**src/rtl/hilo_mult_unit.sv**
```systemverilog
// Iterative shift-add mult/multu unit with architectural HI/LO registers.
// Optional early termination when the multiplier runs out: MULT_EARLY_TERM_EN.
module hilo_mult_unit #(
    parameter int WIDTH = 32
) (
    input  logic             Clk,
    input  logic             Rst,
    input  logic             Start,
    input  logic [4:0]       ALUOp,
    input  logic [WIDTH-1:0] A,
    input  logic [WIDTH-1:0] B,
    input  logic             WriteHi,
    input  logic             WriteLo,
    output logic             Busy,
    output logic             Done,
    output logic [WIDTH-1:0] HI,
    output logic [WIDTH-1:0] LO
);

    localparam logic [4:0] OP_MULT  = 5'b00010;
    localparam logic [4:0] OP_MULTU = 5'b01101;
    localparam int         CW       = (WIDTH > 1) ? $clog2(WIDTH) : 1;
    localparam logic [CW-1:0] LASTC = CW'(WIDTH - 1);

    typedef enum logic [1:0] {
        IDLE,
        RUN,
        FINISH
    } state_t;

    state_t             state;
    logic [2*WIDTH-1:0] acc;
    logic [2*WIDTH-1:0] mcand;
    logic [WIDTH-1:0]   mplier;
    logic [CW-1:0]      count;
    logic               neg;

    logic               is_mult;
    logic               op_ok;
    logic [WIDTH-1:0]   a_mag;
    logic [WIDTH-1:0]   b_mag;
    logic [WIDTH-1:0]   mplier_nx;
    logic               last;

    assign is_mult   = (ALUOp == OP_MULT);
    assign op_ok     = is_mult || (ALUOp == OP_MULTU);
    assign a_mag     = (is_mult && A[WIDTH-1]) ? (~A + 1'b1) : A;
    assign b_mag     = (is_mult && B[WIDTH-1]) ? (~B + 1'b1) : B;
    assign mplier_nx = mplier >> 1;

`ifdef MULT_EARLY_TERM_EN
    // Remaining multiplier bits all zero: further iterations add nothing.
    assign last = (count == LASTC) || (mplier_nx == '0);
`else
    assign last = (count == LASTC);
`endif

    assign Busy = (state != IDLE);

    always_ff @(posedge Clk or posedge Rst) begin
        if (Rst) begin
            state  <= IDLE;
            acc    <= '0;
            mcand  <= '0;
            mplier <= '0;
            count  <= '0;
            neg    <= 1'b0;
            HI     <= '0;
            LO     <= '0;
            Done   <= 1'b0;
        end else begin
            Done <= 1'b0;
            unique case (state)
                IDLE: begin
                    if (Start && op_ok) begin
                        mplier <= b_mag;
                        mcand  <= {{WIDTH{1'b0}}, a_mag};
                        acc    <= '0;
                        count  <= '0;
                        neg    <= is_mult && (A[WIDTH-1] ^ B[WIDTH-1]);
                        state  <= RUN;
                    end else if (!Start) begin
                        if (WriteHi) HI <= A;
                        if (WriteLo) LO <= A;
                    end
                end
                RUN: begin
                    if (mplier[0]) acc <= acc + mcand;
                    mcand  <= mcand << 1;
                    mplier <= mplier_nx;
                    count  <= count + 1'b1;
                    if (last) state <= FINISH;
                end
                FINISH: begin
                    {HI, LO} <= neg ? (~acc + 1'b1) : acc;
                    Done     <= 1'b1;
                    state    <= IDLE;
                end
                default: state <= IDLE;
            endcase
        end
    end

endmodule

```
**config.mk**
```make
export PLATFORM = sky130hd
export DESIGN_NAME = hilo_mult_unit
export DESIGN_NICKNAME = d
export VERILOG_FILES = /design/src/rtl/hilo_mult_unit.sv
export SDC_FILE = /design/constraint.sdc
export NUM_CORES = 1
export LEC_CHECK = 0
export ABC_CLOCK_PERIOD_IN_PS = 7800
export CAP_MARGIN = 5
export CORE_AREA = 3 3 173 175
export CTS_BUF_LIST = sky130_fd_sc_hd__clkbuf_8
export CTS_CLUSTER_SIZE = 40
export DETAILED_ROUTE_END_ITERATION = 8
export DIE_AREA = 0 0 176 178
export PLACE_DENSITY = 0.79
export SLEW_MARGIN = 20
export SYNTH_ARGS = -nofsm -noshare
export SYNTH_HDL_FRONTEND = slang
export SYNTH_SLANG_ARGS = --single-unit
```
**constraint.sdc**
```tcl
create_clock -name Clk -period 7.8 [get_ports Clk]
set_input_delay 1.56 -clock Clk [delete_from_list [all_inputs] [get_ports Clk]]
set_output_delay 1.56 -clock Clk [all_outputs]
set_load 0.05 [all_outputs]
```
* Word-level counts from Yosys, hierarchy flattened *
Cells that the tools add are included.

storage, ports and cells
  register bits = 233
  bits of input ports = 74
  word-level logic and storage cells = 69
  output and inout port bits = 66

operators by class
  reduce and logical (&&, ||, !) cells = 15
  equality and inequality tests = 12
  mux-type cells = 24
  add/subtract/negate cells = 5
  bitwise gates (word level) = 4

operators with widths
  cell                                                  number
  two-way mux 32 bit                                    9
  two-way mux 64 bit                                    4
  one-hot mux 64 bit (2 select lines)                   2
  one-hot mux 32 bit (2 select lines)                   3
  adder 32 x 1 -> 32 bit (second input constant)        2
  adder 64 x 1 -> 64 bit (second input constant)        1
  adder 64 bit                                          1
  NOT 32 bit                                            2
  NOT 64 bit                                            1
  inequality test 2 bit (second input constant)         7
  one-hot mux 5 bit (2 select lines)                    1
  AND reduction 4 bit                                   2
  AND reduction 2 bit                                   3
  nonzero test 2 bit                                    3
  adder 5 x 1 -> 5 bit (second input constant)          1
  equality test 5 x 2 -> 1 bit (second input constant)  1
  equality test 5 x 4 -> 1 bit (second input constant)  1
  equality test 5 bit (second input constant)           1
  two-way mux 5 bit                                     1
  logical AND 1 bit                                     4
  two-way mux 2 bit                                     2
  one-hot mux 2 bit (2 select lines)                    1
  AND reduction 3 bit                                   1
  equality test 2 x 1 -> 1 bit (second input constant)  1
  other kinds (5)                                       5

* Logic depth before layout (Yosys ltp) *
Gate-level depths: netlist of run 1.

  depth after elaboration = 5
  gate-level depth with buffers = 14
  depth with buffers taken out = 14

* Worst setup path after synthesis of run 1 *
No wires, ideal clock.

  path kind = in2reg
  from = input ALUOp[0]
  to = register mcand[12]
  slack = 4.039 ns
  library setup time = 0.133 ns
  required time = 7.667 ns
  stages = 9
  data arrival time = 3.628 ns
  buffers on the path = 2
  cells stage by stage = or4b_2 > nor2_1 > and2_1 > clkbuf_1 > clkbuf_1 > o21ai_0 > xnor2_1 > a22oi_1 > o21ai_0

between the ends
  word-level cells in the longest chain between the ends = 5
  elaborated cells between the ends (all ways) = 10
  classes of those cells = eq/ne (3); mux (3); reduce/logical (4)

RTL lines
  item                                                                                 line    source
  from (decl)                                                                          9       input logic [4:0] ALUOp,
  equality test 5 x 2 -> 1 bit / equality test 5 x 4 -> 1 bit (equally long branches)  45, 46
  logical AND 1 bit / logical OR 1 bit (equally long branches)                         47, 46
  two-way mux 32 bit / logical AND 1 bit (equally long branches)                       47, 75
  two-way mux 64 bit / inequality test 2 bit (equally long branches)                   -
  one-hot mux 64 bit (2 select lines) / AND reduction 2 bit (equally long branches)    -
  to (signal assigned)                                                                 77      mcand <= {{WIDTH{1'b0}}, a_mag};
  to (signal assigned)                                                                 89      mcand <= mcand << 1;
  to (decl)                                                                            33      logic [2*WIDTH-1:0] mcand;

Parallel ways exist; a longest one is shown, timed or not. The select of a mux whose other input is x is not followed.
A chain may end at the register's enable or synchronous reset.

* Final worst setup path of run 1 *
  from = register acc[6]
  to = register HI[13]

between the ends
  word-level cells in the longest chain between the ends = 4

RTL lines
  item                                 line  source
  from (decl)                          32    logic [2*WIDTH-1:0] acc;
  from (signal assigned)               88    if (mplier[0]) acc <= acc + mcand;
  NOT 64 bit                           95    {HI, LO} <= neg ? (~acc + 1'b1) : acc;
  adder 64 x 1 -> 64 bit               95
  two-way mux 64 bit                   95
  one-hot mux 32 bit (2 select lines)  73    unique case (state)
  to (signal assigned)                 95
  to (decl)                            16    output logic [WIDTH-1:0] HI,

Every way passes these cells.

==> qor.csv, run 1 <==
stage;metric;value;unit
logic_synthesis;Distinct cells, synth;66;
global_route;largest net degree at the start of global routing;158;
cts;Root Driver;clkbuf_8;
job;max_cap viols;0;
place;PortBufs;139;
route;Final ANT Viol Nets;0;
logic_synthesis;top cell type's share of synthesized area;37.5;%
critical_path;startpoint types;register;
die;Cell Rows;62;
critical_path;critical path required time;8200;ps
sta;RSZ-0062 raised after global routing;no;
logic_synthesis;Post-Syn Area;0.0155;mm2
power;peak supply drop;0.187;mV
route;first-pass detailed-route iteration total;6;
logic_synthesis;Synth Area per Inst;8.42;um2
cts;hold_buf cts;0;
sta;Max Slew Vio Count;0;
place;gpl congestion;0.967;
logic_synthesis;EDFF count, synth;0;
die;Die W;176;um
die;IO Count;140;
final_layout;ANT cells;0;
logic_synthesis;Yosys reg bits;233;
final_layout;share of cells above drive strength 1;6.06;%
logic_synthesis;top post-synthesis cells by area;dfrtp_1, o21ai_0, xnor2_1;
critical_path;Worst R2R End;HI[13]$_DFFE_PP0P_;
cts;Max Buffers Root-to-Sink;3;
route;via count;14920;
sta;Worst-Margin Slew;1120;ps
final_layout;Area growth syn-to-layout;16.7;%
logic_synthesis;syn_nets;1987;
sta;Setup violations, final;0;
power;Final Power;0.00655;W
sta;minimum clock period;4450;ps
cts;post_cts resized;0;
sta;Slew HR;25.6;%
route;vias per cell;6.35;
cts;worst skew pair latency;560;ps
sta;clk_skew;24.2;ps
cts;clk slew on worst S/H paths;70;ps
cts;Setup Buffers After CTS;0;
die;core footprint;0.0286;mm2
critical_path;crit path to;HI[13]$_DFFE_PP0P_;
critical_path;maximum fanout along the worst path;7;
sta;Fin. Hold Viols;0;
cts;htree depth;2;
die;Initial Util;54.3;%
critical_path;FF-to-FF Start;acc[6]$_DFFE_PP0P_;
route;WL/cell;21.1;um
global_route;first-pass GRT wire length;77.0;mm
critical_path;Setup crit start;acc[6]$_DFFE_PP0P_;
sta;final setup TNS;0;ps
global_route;Total GRT Usage;30.8;%
logic_synthesis;largest area contributor in the netlist;dfrtp_1;
hold_path;Tightest Hold Check Type;register to register;
die;Die Height;178;um
power;Pleak;7.73;nW
route;number of remaining DRC errors;0;
place;HPWL Detailed;35.4;mm
global_route;antenna violations before repair;1;
cts;TritonCTS Buffers;44;
critical_path;critical path type;register to register;
place;dpl cells;2270;
logic_synthesis;Ys Warns;0;
cts;clock sink total;233;
critical_path;CP arrival;4860;ps
critical_path;Setup crit end kind;register;
final_layout;Final Non-Filler Cells;2349;
logic_synthesis;ys async rst share;100;%
sta;Final period util;57.1;%
outcome;status;finished, final reports clean;
critical_path;r2r setup slk;3350;ps
power;Cell Pwr Density;361;mW/mm2
logic_synthesis;sequential fraction of the synthesis area;37.5;%
global_route;total gr overflow;0;
logic_synthesis;Syn Inst Count;1844;
final_layout;nets;2075;
cts;CTS tree;done;
global_route;vias in the first global route;14076;
route;routed wire length;49.5;mm
die;die area;0.0313;mm2
critical_path;Worst R2R Path Depth;9;
route;DRT iter0 DRCs;1522;
logic_synthesis;flip-flop cell with the highest count after synthesis;dfrtp_1;
sta;fmax;224;MHz
-- per-layer routing --
metal	vias to the layer above	part of all wire (%)	GRT usage (%)
li1	6875	-	-
met1	7170	42	43.1
met2	723	45	47.8
met3	150	8.3	4.66
met4	2	4.4	13.2
met5	-	0.028	0
-- Yosys cell counts (all sizes together), types with 6 or more instances --
library cell / instances
nand3: 67
dfrtp: 233
xor2: 74
inv: 27
and2: 13
o22ai: 11
or3: 22
xnor2: 99
o211ai: 6
a21o: 43
o21bai: 10
ha: 68
or4: 12
nand2b: 24
clkbuf: 106
nor2: 141
o41ai: 17
a31oi: 8
a21oi: 146
nand4: 16
nor4: 16
a211oi: 19
nor3: 22
o21ai: 218
buf: 7
nor2b: 14
or2: 10
nand2: 202
and3: 10
a22o: 34
a22oi: 41
o31ai: 62
-- through the flow --
step | area [um2] | setup WS [ps] | utilization, % | hold WS [ps]
after floorplan | 15500 | 3190 | - | 450
after global placement | 17200 | 3210 | 59.9 | 459
after detailed placement | 17200 | 3060 | 59.9 | 465
after CTS | 18100 | 3520 | 63.3 | 478
after global routing | 18100 | 3270 | 63.3 | 493
final | 18100 | 3350 | 63.3 | 475
-- registers in the layout, summed over array words and instances (netlist names) --
name    flops
acc        64
mcand      64
HI         32
LO         32
mplier     32
count       5
state       2
Done        1
neg         1
-- critical path, cell delays in order, from the launching register on --
cell	delay [ps]
dfrtp_1	460
or4_4	580
or4_1	550
nor3_1	600
nand3_1	450
or2_2	410
o41ai_1	570
xnor2_1	160
nor2_1	380
o31ai_1	110
-- how the worst min path moves through the flow --
stage                           startpoint                     end  slack, ps  cells after the start
CTS                      HI[5]$_DFFE_PP0P_       HI[5]$_DFFE_PP0P_        480                      1
global route             LO[3]$_DFFE_PP0P_       LO[3]$_DFFE_PP0P_        490                      2
detailed placement       HI[5]$_DFFE_PP0P_       HI[5]$_DFFE_PP0P_        460                      1
global placement         HI[2]$_DFFE_PP0P_       HI[2]$_DFFE_PP0P_        460                      2
finish                  LO[20]$_DFFE_PP0P_      LO[20]$_DFFE_PP0P_        480                      2
floorplan           mplier[26]$_DFFE_PP0P_  mplier[26]$_DFFE_PP0P_        450                      2
-- cells by family after synthesis --
| kind of cell | synth area share [%] |
|---|---|
| AOI/OAI and AO/OA | 26.0 |
| xor gates and xnor gates | 9.76 |
| adders and majority gates | 5.61 |
| buffers and inverters | 3.42 |
| DFF | 37.5 |
| muxes | 0.266 |
| and+or+nand+nor | 17.4 |
-- layout make-up --
class                           instances  area, um2
Fill cell                            2347      10500
Multi-Input combinational cell       1470       9220
Sequential cell                       233       5830
Timing Repair Buffer                  155       1520
Clock buffer                           59        812
Tap cell                              384        480
Clock inverter                         20        151
Inverter                               28        109
-- power breakdown --
group | internal (W) | total [W] | switching (W)
Combinational | 0.00122 | 0.00315 | 0.00193
Clock | 0.000744 | 0.00130 | 0.000554
Sequential | 0.00162 | 0.00210 | 0.000481
-- cell usage in the layout (no fill, tap or decap), drive strengths merged, types with 10 or more instances in the layout --
master / n
and3: 10
o21ai: 218
a22o: 34
dfrtp: 233
o41ai: 17
o22ai: 11
clkbuf: 59
nor2: 141
or3: 22
nand2: 202
nor2b: 14
nand3: 67
or4: 12
clkdlybuf4s50: 139
a21oi: 146
or2: 10
a21o: 43
nor4: 16
a22oi: 41
xnor2: 99
nand2b: 24
inv: 36
nand4: 16
and2: 13
xor2: 74
o31ai: 62
nor3: 22
buf: 16
o21bai: 10
a211oi: 19
ha: 68
Power figures use the tool's default switching activity.
==> run 2: changes to the inputs <==
--- a/config.mk
+++ b/config.mk
@@ -5,14 +5,14 @@
 export SDC_FILE = /design/constraint.sdc
 export NUM_CORES = 1
 export LEC_CHECK = 0
-export ABC_CLOCK_PERIOD_IN_PS = 7800
+export ABC_CLOCK_PERIOD_IN_PS = 4450
 export CAP_MARGIN = 5
 export CORE_AREA = 3 3 173 175
 export CTS_BUF_LIST = sky130_fd_sc_hd__clkbuf_8
 export CTS_CLUSTER_SIZE = 40
 export DETAILED_ROUTE_END_ITERATION = 8
 export DIE_AREA = 0 0 176 178
-export PLACE_DENSITY = 0.79
+export PLACE_DENSITY = 0.76
 export SLEW_MARGIN = 20
 export SYNTH_ARGS = -nofsm -noshare
 export SYNTH_HDL_FRONTEND = slang
==> constraint.sdc (replaced) <==
create_clock -name Clk -period 4.45 [get_ports Clk]
set_input_delay 0.89 -clock Clk [delete_from_list [all_inputs] [get_ports Clk]]
set_output_delay 0.89 -clock Clk [all_outputs]
set_load 0.05 [all_outputs]
==> qor.csv, run 2 (synthesis results as in run 1) <==
stage;metric;value;unit;change
outcome;status;finished, final reports clean;;unchanged
sta;final setup TNS;0;ps;unchanged
cts;worst skew pair latency;560;ps;about the same
die;IO Count;140;;unchanged
global_route;total gr overflow;0;;unchanged
place;gpl congestion;1.00;;was 0.967
cts;htree depth;2;;unchanged
cts;TritonCTS Buffers;43;;was 44
global_route;largest net degree at the start of global routing;181;;was 158
sta;fmax;242;MHz;was 224 MHz
cts;clk slew on worst S/H paths;60;ps;was 70 ps
power;Clock power frac;17.9;%;was 19.8%
critical_path;Setup crit end kind;register;;unchanged
cts;Max Buffers Root-to-Sink;3;;unchanged
route;number of remaining DRC errors;0;;unchanged
critical_path;FF-to-FF Start;acc[33]$_DFFE_PP0P_;;was acc[6]$_DFFE_PP0P_
critical_path;Setup crit start;acc[33]$_DFFE_PP0P_;;was acc[6]$_DFFE_PP0P_
die;core footprint;0.0286;mm2;unchanged
final_layout;Layout fillers;2417;;was 2,347
power;total internal power;0.00614;W;was 0.00358 W
route;DRT iter0 DRCs;1342;;was 1,522
sta;Final period util;92.7;%;was 57.1%
cts;clock sink total;233;;unchanged
critical_path;Worst R2R Path Depth;11;;was 9
global_route;first-pass GRT wire length;79.1;mm;was 77.0 mm
final_layout;Area growth syn-to-layout;16.8;%;was 16.7%
job;max_cap viols;0;;unchanged
critical_path;critical path required time;4880;ps;was 8200 ps
final_layout;multi-input logic area;0.00921;mm2;was 0.00922 mm2
sta;Max Slew Vio Count;0;;unchanged
critical_path;maximum fanout along the worst path;6;;was 7
power;peak supply drop;0.327;mV;was 0.187 mV
hold_path;hold path cells;2;;unchanged
die;die area;0.0313;mm2;unchanged
sta;Worst-Margin Slew;1130;ps;was 1120 ps
cts;post_cts resized;0;;unchanged
cts;Setup Buffers After CTS;0;;unchanged
critical_path;CP arrival;4560;ps;was 4860 ps
power;NetSw;0.00521;W;was 0.00297 W
die;Die W;176;um;unchanged
route;WL/cell;21.2;um;was 21.1 um
final_layout;share of cells above drive strength 1;6.47;%;was 6.06%
route;Final ANT Viol Nets;0;;unchanged
cts;hold_buf cts;0;;unchanged
power;Pleak;7.77;nW;was 7.73 nW
power;switch share;45.9;%;was 45.3%
final_layout;nets;2092;;was 2,075
place;PortBufs;139;;unchanged
die;Die Height;178;um;unchanged
final_layout;Reg area;0.00583;mm2;unchanged
sta;RSZ-0062 raised after global routing;no;;unchanged
final_layout;Finished Cell Area;0.0181;mm2;about the same
final_layout;Top Registers;acc x64, mcand x64;;unchanged
hold_path;hold wc startpoint;LO[20]$_DFFE_PP0P_;;unchanged
final_layout;commonest non-fill, non-tap cell in the layout;dfrtp_1;;unchanged
route;vias per cell;6.23;;was 6.35
final_layout;most frequent cells in the layout;dfrtp_1, o21ai_0, nand2_1;;unchanged
cts;Root Driver;clkbuf_8;;unchanged
power;Seq pwr share;32.6;%;was 32.1%
hold_path;Tightest Hold Check Type;register to register;;unchanged
die;Cell Rows;62;;unchanged
die;Initial Util;54.3;%;unchanged
place;HPWL Detailed;36.5;mm;was 35.4 mm
cts;CTS tree;done;;unchanged
sta;Fin. Hold Viols;0;;unchanged
route;routed wire length;50.1;mm;was 49.5 mm
critical_path;critical path type;register to register;;unchanged
sta;Setup violations, final;0;;unchanged
sta;minimum clock period;4130;ps;was 4450 ps
route;via count;14717;;was 14,920
sta;clk_skew;29.2;ps;was 24.2 ps
power;Cell Pwr Density;625;mW/mm2;was 361 mW/mm2
sta;Slew HR;24.8;%;was 25.6%
global_route;Total GRT Usage;31.8;%;was 30.8%
global_route;antenna violations before repair;1;;unchanged
critical_path;startpoint types;register;;unchanged
global_route;vias in the first global route;14175;;was 14,076
power;combinational share of power;49.5;%;was 48.1%
place;area of placed instances;0.0173;mm2;was 0.0172 mm2
route;first-pass detailed-route iteration total;6;;unchanged
==> run 2: cell count changes in the layout (fill, tap and decap cells not counted), moves of 2 or more <==
cell / previous run / this run
buf_4: 15 / 32
inv_1: 35 / 37
bufinv_16: 2 / 0
clkbuf_8: 59 / 55
==> run 2: cell type report <==
type | count | area share, %
Antenna cell | 1 | 0.0138
Clock buffer | 55 | 4.17
Clock inverter | 18 | 0.434
Multi-Input combinational cell | 1470 | 50.8
Inverter | 28 | 0.600
Sequential cell | 233 | 32.1
Tap cell | 384 | 2.65
Timing Repair Buffer | 173 | 9.21
==> run 2: per-stage QoR <==
step	hold slack (ps)	instances	utilization, %	total power [W]	setup slack [ps]
CTS	479	2361	63.4	0.0113	445
floorplan	450	1844	-	0.00751	510
global route	502	2361	63.4	0.0122	79.4
detailed placement	465	2288	60.5	0.00925	439
finish	474	2362	63.4	0.0113	325
global placement	460	2288	60.4	0.00916	386
==> run 2: critical path: stages, from the launching register on <==
cell	delay [ps]
dfrtp_1	470
ha_1	410
a21oi_1	190
o21ai_0	140
or3_1	480
a2111oi_0	940
buf_4	260
o31ai_1	130
o21ai_0	340
nor3_1	120
or3_1	320
a32o_1	250
==> run 2: power groups by stage <==
stage               Clock, W  Sequential, W  Combinational [W]
floorplan                  0        0.00395            0.00356
global placement           0        0.00367            0.00549
detailed placement         0        0.00369            0.00556
CTS                  0.00206        0.00367            0.00557
global route         0.00217        0.00379            0.00621
finish               0.00203        0.00370            0.00562
==> run 2: worst paths after layout <==
kind                                     endpoint  slack, ps
setup / recovery              acc[62]$_DFFE_PP0P_        320
hold / removal                 LO[20]$_DFFE_PP0P_        470
min in group asynchronous  mplier[19]$_DFFE_PP0P_        910
hold reg to reg                LO[20]$_DFFE_PP0P_        470
setup reg to reg              acc[62]$_DFFE_PP0P_        320
max in group asynchronous   mcand[36]$_DFFE_PP0P_       2640
==> run 2: metal layers <==
| metal | global-route usage [%] | part of all wire, % | up-vias |
|---|---|---|---|
| li1 | - | - | 6910 |
| met1 | 44.1 | 43 | 7076 |
| met2 | 50.8 | 46 | 611 |
| met3 | 5.43 | 7.7 | 118 |
| met4 | 11.2 | 3.5 | 2 |
| met5 | 0 | 0.026 | - |
